**config.mk**
```make
export PLATFORM = sky130hd
export DESIGN_NAME = vga_scan_gen_flat
export DESIGN_NICKNAME = d
export VERILOG_FILES = /design/src/rtl/vga_pkg.sv /design/src/rtl/vga_scan_gen_if.sv /design/src/rtl/vga_scan_gen_scan_delay.sv /design/src/rtl/vga_scan_gen.sv /design/src/flat_wrapper.sv
export SDC_FILE = /design/constraint.sdc
export NUM_CORES = 1
export LEC_CHECK = 0
export BUFFER_PORTS_ARGS = -buffer_cell sky130_fd_sc_hd__buf_2
export CAP_MARGIN = 20
export CORE_UTILIZATION = 55
export DETAILED_ROUTE_END_ITERATION = 6
export PLACE_DENSITY = 0.82
export SLEW_MARGIN = 20
export SYNTH_ARGS = -nofsm -noshare
export SYNTH_HDL_FRONTEND = slang
export SYNTH_SLANG_ARGS = --single-unit
export TNS_END_PERCENT = 100
```
**constraint.sdc**
```tcl
create_clock -name clk -period 3.3 [get_ports clk]
set_clock_uncertainty 0.2 [all_clocks]
set_input_delay 0.495 -clock clk [delete_from_list [all_inputs] [get_ports clk]]
set_output_delay 0.495 -clock clk [all_outputs]
set_load 0.02 [all_outputs]
```
**src/rtl/vga_pkg.sv**
```systemverilog
// Shared types and default 640x480@60 timing for the raster scan generator.
package vga_pkg;

    typedef logic [9:0] coord_t;

    typedef struct packed {
        logic video_on;
        logic hsync;
        logic vsync;
    } sync_t;

    localparam sync_t SYNC_IDLE = '{
        video_on: 1'b0,
        hsync:    1'b1,
        vsync:    1'b1
    };

    localparam int DEF_CLK_DIV  = 2;
    localparam int DEF_H_ACTIVE = 640;
    localparam int DEF_H_FP     = 16;
    localparam int DEF_H_SYNC   = 96;
    localparam int DEF_H_BP     = 48;
    localparam int DEF_V_ACTIVE = 480;
    localparam int DEF_V_FP     = 10;
    localparam int DEF_V_SYNC   = 2;
    localparam int DEF_V_BP     = 33;
    localparam int DEF_PIPE_DLY = 1;

endpackage

```
**src/rtl/vga_scan_gen_if.sv**
```systemverilog
// Scan bundle from the raster generator to sprite/compositor logic.
interface vga_scan_gen_if;
    import vga_pkg::*;

    logic   pix_tick;
    coord_t pixelx;
    coord_t pixely;
    logic   video_on;
    logic   hsync;
    logic   vsync;
    logic   frame_start;

    modport master (
        output pix_tick, pixelx, pixely,
        output video_on, hsync, vsync,
        output frame_start
    );

    modport slave (
        input pix_tick, pixelx, pixely,
        input video_on, hsync, vsync,
        input frame_start
    );

endinterface

```
**src/rtl/vga_scan_gen_scan_delay.sv**
```systemverilog
// Pixel-tick enabled shift register for sync/video_on; resets to idle.
module scan_delay
    import vga_pkg::*;
#(
    parameter int DEPTH = 1
) (
    input  logic  clk,
    input  logic  rst,
    input  logic  en,
    input  sync_t d,
    output sync_t q
);

    sync_t [DEPTH:0] stg;

    always_ff @(posedge clk) begin
        if (rst) begin
            stg <= {(DEPTH+1){SYNC_IDLE}};
        end else if (en) begin
            stg[0] <= d;
            for (int i = 1; i <= DEPTH; i++) begin
                stg[i] <= stg[i-1];
            end
        end
    end

    assign q = stg[DEPTH];

endmodule

```
**src/rtl/vga_scan_gen.sv**
```systemverilog
// Raster scan generator: pixel divider, x/y counters, sync decode
// and a pixel-tick delay line aligning sync with sprite ROM latency.
module vga_scan_gen
    import vga_pkg::*;
#(
    parameter int CLK_DIV  = DEF_CLK_DIV,
    parameter int H_ACTIVE = DEF_H_ACTIVE,
    parameter int H_FP     = DEF_H_FP,
    parameter int H_SYNC   = DEF_H_SYNC,
    parameter int H_BP     = DEF_H_BP,
    parameter int V_ACTIVE = DEF_V_ACTIVE,
    parameter int V_FP     = DEF_V_FP,
    parameter int V_SYNC   = DEF_V_SYNC,
    parameter int V_BP     = DEF_V_BP,
    parameter int PIPE_DLY = DEF_PIPE_DLY
) (
    input logic clk,
    input logic rst,
    vga_scan_gen_if.master vga
);

    localparam int H_TOTAL = H_ACTIVE + H_FP + H_SYNC + H_BP;
    localparam int V_TOTAL = V_ACTIVE + V_FP + V_SYNC + V_BP;
    localparam int HS_BEG  = H_ACTIVE + H_FP;
    localparam int HS_END  = HS_BEG + H_SYNC;
    localparam int VS_BEG  = V_ACTIVE + V_FP;
    localparam int VS_END  = VS_BEG + V_SYNC;

    localparam coord_t   H_LAST   = coord_t'(H_TOTAL - 1);
    localparam coord_t   V_LAST   = coord_t'(V_TOTAL - 1);
    localparam logic [1:0] DIV_LAST = 2'(CLK_DIV - 1);

    if (H_TOTAL > 1024 || V_TOTAL > 1024) begin : g_bad_total
        $error("vga_scan_gen: H_TOTAL/V_TOTAL exceed 10-bit range");
    end
    if (CLK_DIV < 1 || CLK_DIV > 4) begin : g_bad_div
        $error("vga_scan_gen: CLK_DIV must be 1..4");
    end
    if (PIPE_DLY < 0 || PIPE_DLY > 3) begin : g_bad_dly
        $error("vga_scan_gen: PIPE_DLY must be 0..3");
    end

    logic [1:0] div_q;
    logic       tick_q;
    coord_t     x_q, y_q;
    coord_t     x_n, y_n;
    logic       last_x, last_y;
    logic       wrap;
    logic       fs_q;
    sync_t      raw;
    sync_t      dly;

    always_ff @(posedge clk) begin
        if (rst) begin
            div_q  <= '0;
            tick_q <= 1'b0;
        end else begin
            tick_q <= (div_q == DIV_LAST);
            div_q  <= (div_q == DIV_LAST) ? 2'd0
                                          : div_q + 2'd1;
        end
    end

    always_comb begin
        x_n    = x_q;
        y_n    = y_q;
        last_x = (x_q == H_LAST);
        last_y = (y_q == V_LAST);
        wrap   = tick_q && last_x && last_y;
        if (tick_q) begin
            if (last_x) begin
                x_n = '0;
                y_n = last_y ? '0 : y_q + 10'd1;
            end else begin
                x_n = x_q + 10'd1;
            end
        end
    end

    always_ff @(posedge clk) begin
        if (rst) begin
            x_q  <= '0;
            y_q  <= '0;
            fs_q <= 1'b0;
        end else begin
            x_q  <= x_n;
            y_q  <= y_n;
            fs_q <= wrap;
        end
    end

    // Decoded from the next counter values so a depth-0 line tracks x/y exactly.
    always_comb begin
        raw.video_on = (int'(x_n) < H_ACTIVE) &&
                       (int'(y_n) < V_ACTIVE);
        raw.hsync    = !((int'(x_n) >= HS_BEG) &&
                         (int'(x_n) < HS_END));
        raw.vsync    = !((int'(y_n) >= VS_BEG) &&
                         (int'(y_n) < VS_END));
    end

    scan_delay #(
        .DEPTH (PIPE_DLY)
    ) u_dly (
        .clk (clk),
        .rst (rst),
        .en  (tick_q),
        .d   (raw),
        .q   (dly)
    );

    assign vga.pix_tick    = tick_q;
    assign vga.pixelx      = x_q;
    assign vga.pixely      = y_q;
    assign vga.video_on    = dly.video_on;
    assign vga.hsync       = dly.hsync;
    assign vga.vsync       = dly.vsync;
    assign vga.frame_start = fs_q;

endmodule

```
**src/flat_wrapper.sv**
```systemverilog
// flat-port wrapper written by rule: the top's interface ports become plain ports
module vga_scan_gen_flat import vga_pkg::*;
#(
    parameter int CLK_DIV  = DEF_CLK_DIV,
    parameter int H_ACTIVE = DEF_H_ACTIVE,
    parameter int H_FP     = DEF_H_FP,
    parameter int H_SYNC   = DEF_H_SYNC,
    parameter int H_BP     = DEF_H_BP,
    parameter int V_ACTIVE = DEF_V_ACTIVE,
    parameter int V_FP     = DEF_V_FP,
    parameter int V_SYNC   = DEF_V_SYNC,
    parameter int V_BP     = DEF_V_BP,
    parameter int PIPE_DLY = DEF_PIPE_DLY
)
  (clk, rst, vga_pix_tick, vga_pixelx, vga_pixely, vga_video_on, vga_hsync, vga_vsync, vga_frame_start);
  vga_scan_gen_if vga_i ();
  input logic clk;
  input logic rst;
  output wire logic [$bits(vga_i.pix_tick)-1:0] vga_pix_tick;
  output wire logic [$bits(vga_i.pixelx)-1:0] vga_pixelx;
  output wire logic [$bits(vga_i.pixely)-1:0] vga_pixely;
  output wire logic [$bits(vga_i.video_on)-1:0] vga_video_on;
  output wire logic [$bits(vga_i.hsync)-1:0] vga_hsync;
  output wire logic [$bits(vga_i.vsync)-1:0] vga_vsync;
  output wire logic [$bits(vga_i.frame_start)-1:0] vga_frame_start;
  assign vga_pix_tick = vga_i.pix_tick;
  assign vga_pixelx = vga_i.pixelx;
  assign vga_pixely = vga_i.pixely;
  assign vga_video_on = vga_i.video_on;
  assign vga_hsync = vga_i.hsync;
  assign vga_vsync = vga_i.vsync;
  assign vga_frame_start = vga_i.frame_start;
  vga_scan_gen #(.CLK_DIV(CLK_DIV), .H_ACTIVE(H_ACTIVE), .H_FP(H_FP), .H_SYNC(H_SYNC), .H_BP(H_BP), .V_ACTIVE(V_ACTIVE), .V_FP(V_FP), .V_SYNC(V_SYNC), .V_BP(V_BP), .PIPE_DLY(PIPE_DLY)) u_core (.clk(clk), .rst(rst), .vga(vga_i));
endmodule
```
; After elaboration in Yosys (flattened, before gate mapping)
; Index checks and enable logic that the tools add are counted.
[classes]
n_addsub = 3
n_lt_le_gt_ge = 6
eq_ne = 3
muxes = 5
reduce_logical = 8
[op_table]
columns = cell, n
row1 = 2-to-1 mux 10 bit, 5
row2 = adder 10 x 1 -> 10 bit (second input constant), 2
row3 = equality test 10 bit (second input constant), 2
row4 = less-than comparator 10 bit (second input constant), 2
row5 = less-than comparator 10 x 9 -> 1 bit (second input constant), 2
row6 = >= comparator 10 bit (second input constant), 1
row7 = >= comparator 10 x 9 -> 1 bit (second input constant), 1
row8 = logical AND 1 bit, 5
row9 = adder 2 x 1 -> 2 bit (second input constant), 1
row10 = equality test 2 x 1 -> 1 bit (second input constant), 1
row11 = zero test 1 bit, 2
row12 = OR reduction 2 bit, 1
[word_totals]
regBits = 30
input_bits = 2
out_inout_bits = 25
wordCells = 36

; Depth between registers and ports, before layout
; Gate-level depths: netlist of run 1.
[logic_depth]
ltp_word = 7
mapped_depth = 8
mapped_depth_nobuf = 7

; Modules after synthesis
; Synthesis of run 1 repeated with hierarchy kept, for this count alone.
[unflattened]
cells_unflattened = 186
hier_area_um2 = 1624.1
[modules_own_cells]
columns = mod, instances, cells_per_inst, area_per_inst_um2
row1 = vga_scan_gen, 1, 164, 1372.6
row2 = scan_delay, 1, 22, 251.5

; Worst setup path after synthesis of run 1
; Ideal clock, no wire load.
[synth_path]
kind = register to register
startpoint = register u_core.x_q[0] (netlist: u_core.vga.pixelx[0])
endpoint = register u_core.u_dly.stg[0] (netlist bit)
t_arrival_ps = 2119
path_slack_ps = 846
stages_incl_launch_ff = 8
n_path_buf = 1
synth_period_minus_slack_ps = 2454
path_cell_list = dfxtp_1 -> ha_1 -> nand3_1 -> or4_4 -> buf_6 -> or4_4 -> o221ai_2 -> a41oi_2
[synth_between]
elab_chain_len = 6
[synth_lines]
columns = element, line_no
row1 = "start, declared", vga_scan_gen.sv:45  ; coord_t x_q, y_q;
row2 = "start signal, assigned", vga_scan_gen.sv:86  ; x_q <= x_n;
row3 = equality test 10 bit (*), vga_scan_gen.sv:67  ; last_x = (x_q == H_LAST);
row4 = 2-to-1 mux 10 bit (*), vga_scan_gen.sv:71  ; if (last_x) begin
row5 = 2-to-1 mux 10 bit (*), vga_scan_gen.sv:70  ; if (tick_q) begin
row6 = >= comparator 10 x 9 -> 1 bit or less-than comparator 10 x 9 -> 1 bit (tied branches), "vga_scan_gen.sv:98, vga_scan_gen.sv:99"
row7 = logical AND 1 bit (*), vga_scan_gen.sv:98  ; raw.vsync = !((int'(y_n) >= VS_BEG) &&
row8 = zero test 1 bit (*), vga_scan_gen.sv:98
row9 = "end signal, assigned", vga_scan_gen_scan_delay.sv:18  ; stg <= {(DEPTH+1){SYNC_IDLE}};
row10 = "end signal, assigned by index", vga_scan_gen_scan_delay.sv:22  ; stg[i] <= stg[i-1];
row11 = "end, declared", vga_scan_gen_scan_delay.sv:14  ; sync_t [DEPTH:0] stg;
; Every way passes the cells marked *; elsewhere a longest branch is shown, timed or not.
; A chain may end at the register's enable or synchronous reset.

; Worst setup path in the final report of run 1
; Same ends and word-level chain as after synthesis.

==> results.txt, run 1 <==
----------------------------------------------------
[Synth]
  Share of the synthesized area in the top cell type ... 36.3%
  Number of synthesized register bits ... 30
  Area contributors post-synth ... sky130_fd_sc_hd__dfxtp_1 (36%), sky130_fd_sc_hd__nor2_1 (5.0%), sky130_fd_sc_hd__xnor2_1 (4.8%)
  Adder-Cell Fraction of Synth Area ... 3.03%
  Post-Synthesis Net Count ... 199
  Synth unique cells ... 49
  Most frequent cell after synthesis ... sky130_fd_sc_hd__dfxtp_1
  Largest family of logic cells by synthesized area ... simple AND/OR/NAND/NOR gates
  Synth warnings ... 0
  Mux cell area share after synthesis ... 1.29%
  Post-synthesis cell type with the largest combined area ... sky130_fd_sc_hd__dfxtp_1
  Seq/Total Area, Yosys ... 36.3%
  Synthesized-area fraction occupied by ao, oa, aoi and oai cells ... 16.1%
  Main synth FF type ... sky130_fd_sc_hd__dfxtp_1
  Xor and xnor fraction of the mapped netlist area ... 7.41%
  Post-Synth Simple-Gate Area ... 30.9%
  Leading post-synthesis cells by instance count ... sky130_fd_sc_hd__dfxtp_1 (30), sky130_fd_sc_hd__nor2_1 (22), sky130_fd_sc_hd__nand2_1 (15), sky130_fd_sc_hd__nor3_1 (11)
  Count of flip-flops with a built-in enable after synthesis ... 0
  Post-Syn Area per Cell ... 8.57 um^2
  Post-synthesis async set-or-reset flop share ... 0%
  Summed instance area of the synthesized netlist ... 1650 um^2
  Count of mapped cells out of synthesis ... 193

[Worst hold path]
  Classification of the worst-slack hold path ... flip-flop to flip-flop

[Flow run]
  Max-capacitance violation count ... 0

[Power]
  PD cells ... 354 nW/um^2
  Internal cell power ... 493 uW
  Leakage power figure ... 0.680 nW
  Largest voltage drop on the vdd net ... 238 uV
  Sequential fraction of design power ... 58.1%
  Switching share of total power ... 24.0%
  Net switching power figure ... 156 uW
  Clock Power Share ... 34.6%
  Combinational power share ... 7.4%

[STA]
  Setup violation total in the final timing report ... 0
  Number of max-slew violations in the final report ... 0
  Worst slew margin relative to its limit ... 69.1%
  Sum of negative setup slack ... 0 ns
  Number of failing hold endpoints at the final stage ... 0
  Crit path time final ... 2.48 ns
  Setup repair after global routing missed its margin ... false
  Final setup slack of the worst path ... 0.825 ns
  Fin crit share ... 75.0%
  Transition time at the pin with the least slew margin ... 0.459 ns
  Worst hold margin ... 0.245 ns
  Highest clock rate ... 404 MHz

[CTS]
  Clock-pin slew on the worst setup and hold paths ... 0.09 ns
  Setup repair bufs after CTS ... 0
  Number of buffers inserted for hold repair after clock tree synthesis ... 0
  Htree depth ... 2
  Clock Tree Root ... sky130_fd_sc_hd__clkbuf_4
  Clock Latency Late Sink ... 0.33 ns
  TritonCTS clock tree ... yes
  Num CTS Buffers ... 5
  Count of cells resized by post-cts repair ... 0
  Total clock sinks ... 30
  Clock Path Buffers ... 2

[Floorplanning]
  Die Footprint ... 3230 um^2
  Number of placement rows ... 19
  I/O pin total ... 27
  Starting Density ... 59.0%
  Chip height ... 56.8 um
  Std-Cell Core Area ... 2810 um^2
  Overall die width ... 56.8 um

[Global routing]
  Pin count of the biggest net entering global routing ... 27
  Antenna violations before repair ... 0
  Global-route wire length before repair ... 6.24 mm
  Total global routing track utilization ... 25.3%
  Global-route congestion overflow total ... 0
  Vias in the first global route ... 1396

[Finish]
  Utilization after layout ... 65.4%
  Synth-to-Final Area Change ... 10.9%
  Multi-input combinational cell area ... 971 um^2
  Storage cell area ... 601 um^2
  Antenna diode instance count ... 0
  Number of fill cells in the layout ... 246
  Final-stage net count ... 222
  Share of post-route cells with drive strength above 1 ... 22.1%

[Route]
  Antenna violation net count after detailed routing ... 0
  Via total after detailed routing ... 1489
  Average wire length per cell after detail routing ... 14.6 um
  Total DRC errors in the routed layout ... 4
  Vias per Instance ... 6.00
  Number of iterations in the first detailed-routing pass ... 6
  Initial drt markers ... 68
  Routed WL ... 3.62 mm

[Outcome]
  Violations in the final reports ... DRC
  Outcome ... finished with violations

[Setup path]
  Slack of the worst reg-to-reg path ... 0.82 ns
  Kind of launch point of the worst setup path ... flip-flop
  Cell-by-cell trace of the critical path ... ha_1 -> nand3_1 -> or4_4 -> or4_4 -> o221ai_2 -> a41oi_2
  Slowest-stage cell, CP ... sky130_fd_sc_hd__or4_4
  Critical setup path kind ... flip-flop to flip-flop
  Slowest cell delay on critical path ... 0.57 ns
  Type of destination of the critical path ... flip-flop
  Most frequent cell on the critical path ... sky130_fd_sc_hd__or4_4
  Max Fanout on Critical Path ... 18
  Data required time at the worst endpoint ... 3.31 ns
  Data arrival time of the critical path ... 2.48 ns

[Placed design]
  Routability congestion estimate from global placement ... 0.875
  Post-Place Setup Slack ... 0.835 ns
  IO Port Bufs ... 26
  Hpwl dp ... 2.61 mm

----------------------------------------------------
final timing paths:
check                                  startpoint                          endpoint  cells after the start
setup reg to reg  u_core.vga.pixelx[0]$_SDFF_PP0_  u_core.u_dly.stg[0]$_SDFFE_PP1P_                      6
setup / recovery  u_core.vga.pixelx[0]$_SDFF_PP0_  u_core.u_dly.stg[0]$_SDFFE_PP1P_                      6
hold reg to reg        u_core.div_q[0]$_SDFF_PP0_        u_core.div_q[0]$_SDFF_PP0_                      1
hold / removal         u_core.div_q[0]$_SDFF_PP0_        u_core.div_q[0]$_SDFF_PP0_                      1
cell families (layout without fill, tap and decap cells):
logic type      after synthesis  after routing
simple gates                 91             91
compound gates               35             35
flops                        30             30
buf+inv                      17             41
xor+xnor                     14             14
fa+ha+maj                     4              4
mux                           2              2
critical path: cells and delay by family, from the launching register on:
kind	cells	cell delay (ns)
compound gates	2	0.21
fa+ha+maj	1	0.24
flops	1	0.41
simple gates	3	1.29
registers in the layout (all words and copies together), names as in the netlist:
| register | cells |
|---|---|
| u_core.div_q | 2 |
| u_core.u_dly.q | 3 |
| u_core.vga.pixelx | 10 |
| u_core.u_dly.stg | 3 |
| u_core.vga.pixely | 10 |
| u_core.vga.frame_start | 1 |
| u_core.vga.pix_tick | 1 |
power groups by stage:
stage | Clock, mW | Combinational, mW | Sequential (mW)
3_5_place_dp | 0 | 0.0473 | 0.386
2_1_floorplan | 0 | 0.0297 | 0.392
5_1_grt | 0.249 | 0.0524 | 0.379
4_1_cts | 0.231 | 0.0476 | 0.377
3_3_place_gp | 0 | 0.0458 | 0.385
6_report | 0.224 | 0.0478 | 0.377
placed cells by master, fill, tap and decap left out, drive strengths merged, types with 4 or more instances in the layout:
| master | synthesis | final |
|---|---|---|
| nor4 | 6 | 6 |
| xor2 | 5 | 5 |
| nor2b | 5 | 5 |
| or4 | 6 | 6 |
| o21ai | 4 | 4 |
| buf | 6 | 28 |
| nand3 | 6 | 6 |
| dfxtp | 30 | 30 |
| a21oi | 9 | 9 |
| xnor2 | 9 | 9 |
| nand4 | 5 | 5 |
| nor2 | 22 | 22 |
| nand2 | 15 | 15 |
| clkbuf | 6 | 7 |
| ha | 4 | 4 |
| nor3 | 11 | 11 |
| inv | 5 | 5 |
| nand2b | 5 | 5 |
metrics by stage:
step	cells	total power, mW	cell area, um^2
CTS	248	0.655	1830
global route	248	0.680	1830
global placement	240	0.431	1770
detailed placement	240	0.433	1770
finish	248	0.649	1830
floorplan	193	0.421	1650
routing by layer:
layer / global-route usage (%) / vias to the layer above / part of all wire [%] / routed length (um)
met5: 0 / - / 0 / 0
met4: 13.6 / 0 / 1.4 / 49
li1: - / 738 / - / -
met1: 32.3 / 705 / 45 / 1650
met2: 39.8 / 38 / 47 / 1720
met3: 5.30 / 8 / 5.6 / 202
final cells by class:
class | instances | share of cell area [%]
repair buffers | 28 | 7.91
clock buffers | 7 | 3.00
flip-flops and latches | 30 | 32.7
inverters | 5 | 1.02
well taps | 31 | 2.11
multi-input cells | 146 | 52.9
clock inverters | 1 | 0.273
Note: power is estimated with default switching activity, not from simulation.
==> run 2, diff against run 1 <==
==> constraint.sdc (replaced) <==
create_clock -name clk -period 2.55 [get_ports clk]
set_clock_uncertainty 0.2 [all_clocks]
set_input_delay 0.3825 -clock clk [delete_from_list [all_inputs] [get_ports clk]]
set_output_delay 0.3825 -clock clk [all_outputs]
set_load 0.02 [all_outputs]
==> results.txt, run 2 (synthesis results as in run 1) <==
----------------------------------------------------
[Outcome]
  Outcome ... finished with violations
  Violations in the final reports ... DRC

[Placed design]
  Routability congestion estimate from global placement ... 0.914 (+4.6%)
  IO Port Bufs ... 26 (unchanged)
  Hpwl dp ... 2.62 mm (+0.46%)
  Placed insts ... 248 (+3.3%)

[Finish]
  Synth-to-Final Area Change ... 17.1%
  Most frequent cells in the layout ... sky130_fd_sc_hd__dfxtp_1 (29), sky130_fd_sc_hd__buf_2 (27), sky130_fd_sc_hd__nor2_1 (22)
  Antenna diode instance count ... 0 (unchanged)
  Share of post-route cells with drive strength above 1 ... 27.5% (+5.4 points)
  Number of fill cells in the layout ... 243 (-1.2%)
  Final-stage net count ... 234 (+5.4%)
  Final cell count without fillers ... 260 (+4.8%)
  Storage cell area ... 602 um^2 (+0.21%)
  Multi-input combinational cell area ... 987 um^2 (+1.7%)
  Most common cell after layout, fill and taps aside ... sky130_fd_sc_hd__dfxtp_1
  Utilization after layout ... 69.0% (+3.7 points)

[CTS]
  Clock Latency Late Sink ... 0.33 ns (about the same)
  TritonCTS clock tree ... yes
  Clock-pin slew on the worst setup and hold paths ... 0.09 ns (about the same)
  Clock Path Buffers ... 2 (unchanged)
  Htree depth ... 2 (unchanged)
  Clock Tree Root ... sky130_fd_sc_hd__clkbuf_4
  Number of buffers inserted for hold repair after clock tree synthesis ... 0 (unchanged)
  Total clock sinks ... 30 (unchanged)
  Num CTS Buffers ... 5 (unchanged)

[Floorplanning]
  Number of placement rows ... 19 (unchanged)
  Overall die width ... 56.8 um (unchanged)
  Std-Cell Core Area ... 2810 um^2 (unchanged)
  I/O pin total ... 27 (unchanged)
  Starting Density ... 59.0% (unchanged)
  Die Footprint ... 3230 um^2 (unchanged)
  Chip height ... 56.8 um (unchanged)

[Setup path]
  Max Fanout on Critical Path ... 6 (-12)
  Crit path to ... u_core.u_dly.stg[0]$_SDFFE_PP1P_
  R2r endpoint ... u_core.u_dly.stg[0]$_SDFFE_PP1P_
  Type of destination of the critical path ... flip-flop
  Data arrival time of the critical path ... 2.54 ns (+0.06 ns)
  Count of cells along the worst register-to-register path ... 9 (+3)
  Source of the worst register-to-register timing path ... u_core.vga.pixelx[1]$_SDFF_PP0_
  Kind of launch point of the worst setup path ... flip-flop
  Data required time at the worst endpoint ... 2.61 ns (-0.70 ns)
  Critical setup path kind ... flip-flop to flip-flop
  CP Launch Point ... u_core.vga.pixelx[1]$_SDFF_PP0_
  Slack of the worst reg-to-reg path ... 0.07 ns (-0.75 ns)

[STA]
  Crit path time final ... 2.48 ns (+0.00462 ns)
  Number of max-slew violations in the final report ... 0 (unchanged)
  Fin crit share ... 97.2% (+22 points)
  Setup repair after global routing missed its margin ... false
  Worst slew margin relative to its limit ... 68.2% (-0.97 points)
  Worst hold margin ... 0.252 ns (+0.00669 ns)
  Number of failing hold endpoints at the final stage ... 0 (unchanged)
  Setup violation total in the final timing report ... 0 (unchanged)
  Transition time at the pin with the least slew margin ... 0.473 ns (+0.0144 ns)
  Highest clock rate ... 403 MHz (-0.19%)
  Sum of negative setup slack ... 0 ns (unchanged)

[Power]
  PD cells ... 438 nW/um^2 (+24%)
  Leakage power figure ... 0.734 nW (+7.8%)
  Largest voltage drop on the vdd net ... 350 uV (+47%)

[Route]
  Routed WL ... 3.79 mm (+4.8%)
  Vias per Instance ... 5.94 (-1.0%)
  Total DRC errors in the routed layout ... 4 (unchanged)
  Number of iterations in the first detailed-routing pass ... 6 (unchanged)
  Initial drt markers ... 77 (+13%)
  Antenna violation net count after detailed routing ... 0 (unchanged)
  Average wire length per cell after detail routing ... 14.6 um (about the same)
  Via total after detailed routing ... 1545 (+3.8%)

[Global routing]
  Global-route congestion overflow total ... 0 (unchanged)
  Vias in the first global route ... 1373 (-1.6%)
  Global-route wire length before repair ... 6.23 mm (-0.22%)
  Total global routing track utilization ... 25.2% (-0.097 points)
  Antenna violations before repair ... 0 (unchanged)
  Pin count of the biggest net entering global routing ... 27 (unchanged)

[Worst hold path]
  Classification of the worst-slack hold path ... flip-flop to flip-flop

[Flow run]
  Max-capacitance violation count ... 0 (unchanged)

----------------------------------------------------
[run 2: changes by cell type in the layout (fill, tap and decap cells not counted), sizes merged]
cell	change
clkbuf	+1
buf	+11
[run 2: how the worst min path moves through the flow]
stage / slack [ns] / start / endpoint / cells after the start
after floorplan: 0.21 / u_core.div_q[0]$_SDFF_PP0_ / u_core.div_q[0]$_SDFF_PP0_ / 1
after CTS: 0.26 / u_core.div_q[0]$_SDFF_PP0_ / u_core.div_q[0]$_SDFF_PP0_ / 1
after detailed placement: 0.25 / u_core.div_q[0]$_SDFF_PP0_ / u_core.div_q[0]$_SDFF_PP0_ / 1
after global placement: 0.22 / u_core.div_q[0]$_SDFF_PP0_ / u_core.div_q[0]$_SDFF_PP0_ / 1
after global routing: 0.27 / u_core.div_q[0]$_SDFF_PP0_ / u_core.div_q[0]$_SDFF_PP0_ / 1
final: 0.25 / u_core.div_q[0]$_SDFF_PP0_ / u_core.div_q[0]$_SDFF_PP0_ / 1
[run 2: metal layers]
metal	vias to the layer above	wire (um)	GRT usage, %
met2	62	1820	39.1
met1	706	1660	32.8
met4	0	72	13.9
li1	768	-	-
met5	-	0	0
met3	9	241	4.84
[run 2: cell type report]
class	instances	share of cell area, %
clock inverter	1	0.258
inverter	5	0.969
timing repair buffer	40	11.9
clock buffer	7	2.84
multi-input combinational	146	51.0
tap	31	2.00
sequential	30	31.1
[run 2: where the power goes]
group          switching, mW  internal, mW
Clock                  0.160         0.133
Sequential           0.00652         0.481
Combinational         0.0401        0.0268
[run 2: worst max-delay path, stage by stage, from the launching register on]
cell and delay (ns):
sky130_fd_sc_hd__dfxtp_2 0.37, sky130_fd_sc_hd__ha_2 0.21, sky130_fd_sc_hd__nand3_2 0.13, sky130_fd_sc_hd__or4_4 0.59, sky130_fd_sc_hd__clkbuf_2 0.18, sky130_fd_sc_hd__buf_4 0.15
sky130_fd_sc_hd__buf_4 0.13, sky130_fd_sc_hd__a21oi_1 0.12, sky130_fd_sc_hd__o32ai_1 0.12, sky130_fd_sc_hd__a41oi_2 0.20
[run 2: through the flow]
step	area [um^2]	power [mW]	worst slack [ns]
final	1940	0.848	0.0702
after global routing	1940	0.887	0.00928
after CTS	1890	0.858	0.107
after detailed placement	1830	0.566	0.121
after global placement	1830	0.561	0.191
after floorplan	1650	0.545	0.0964
[run 2: timing repair]
action / in CTS / in global routing
buffers inserted: 0 / 4
gates resized for setup: 0 / 4
setup endpoints to repair: 0 / 3
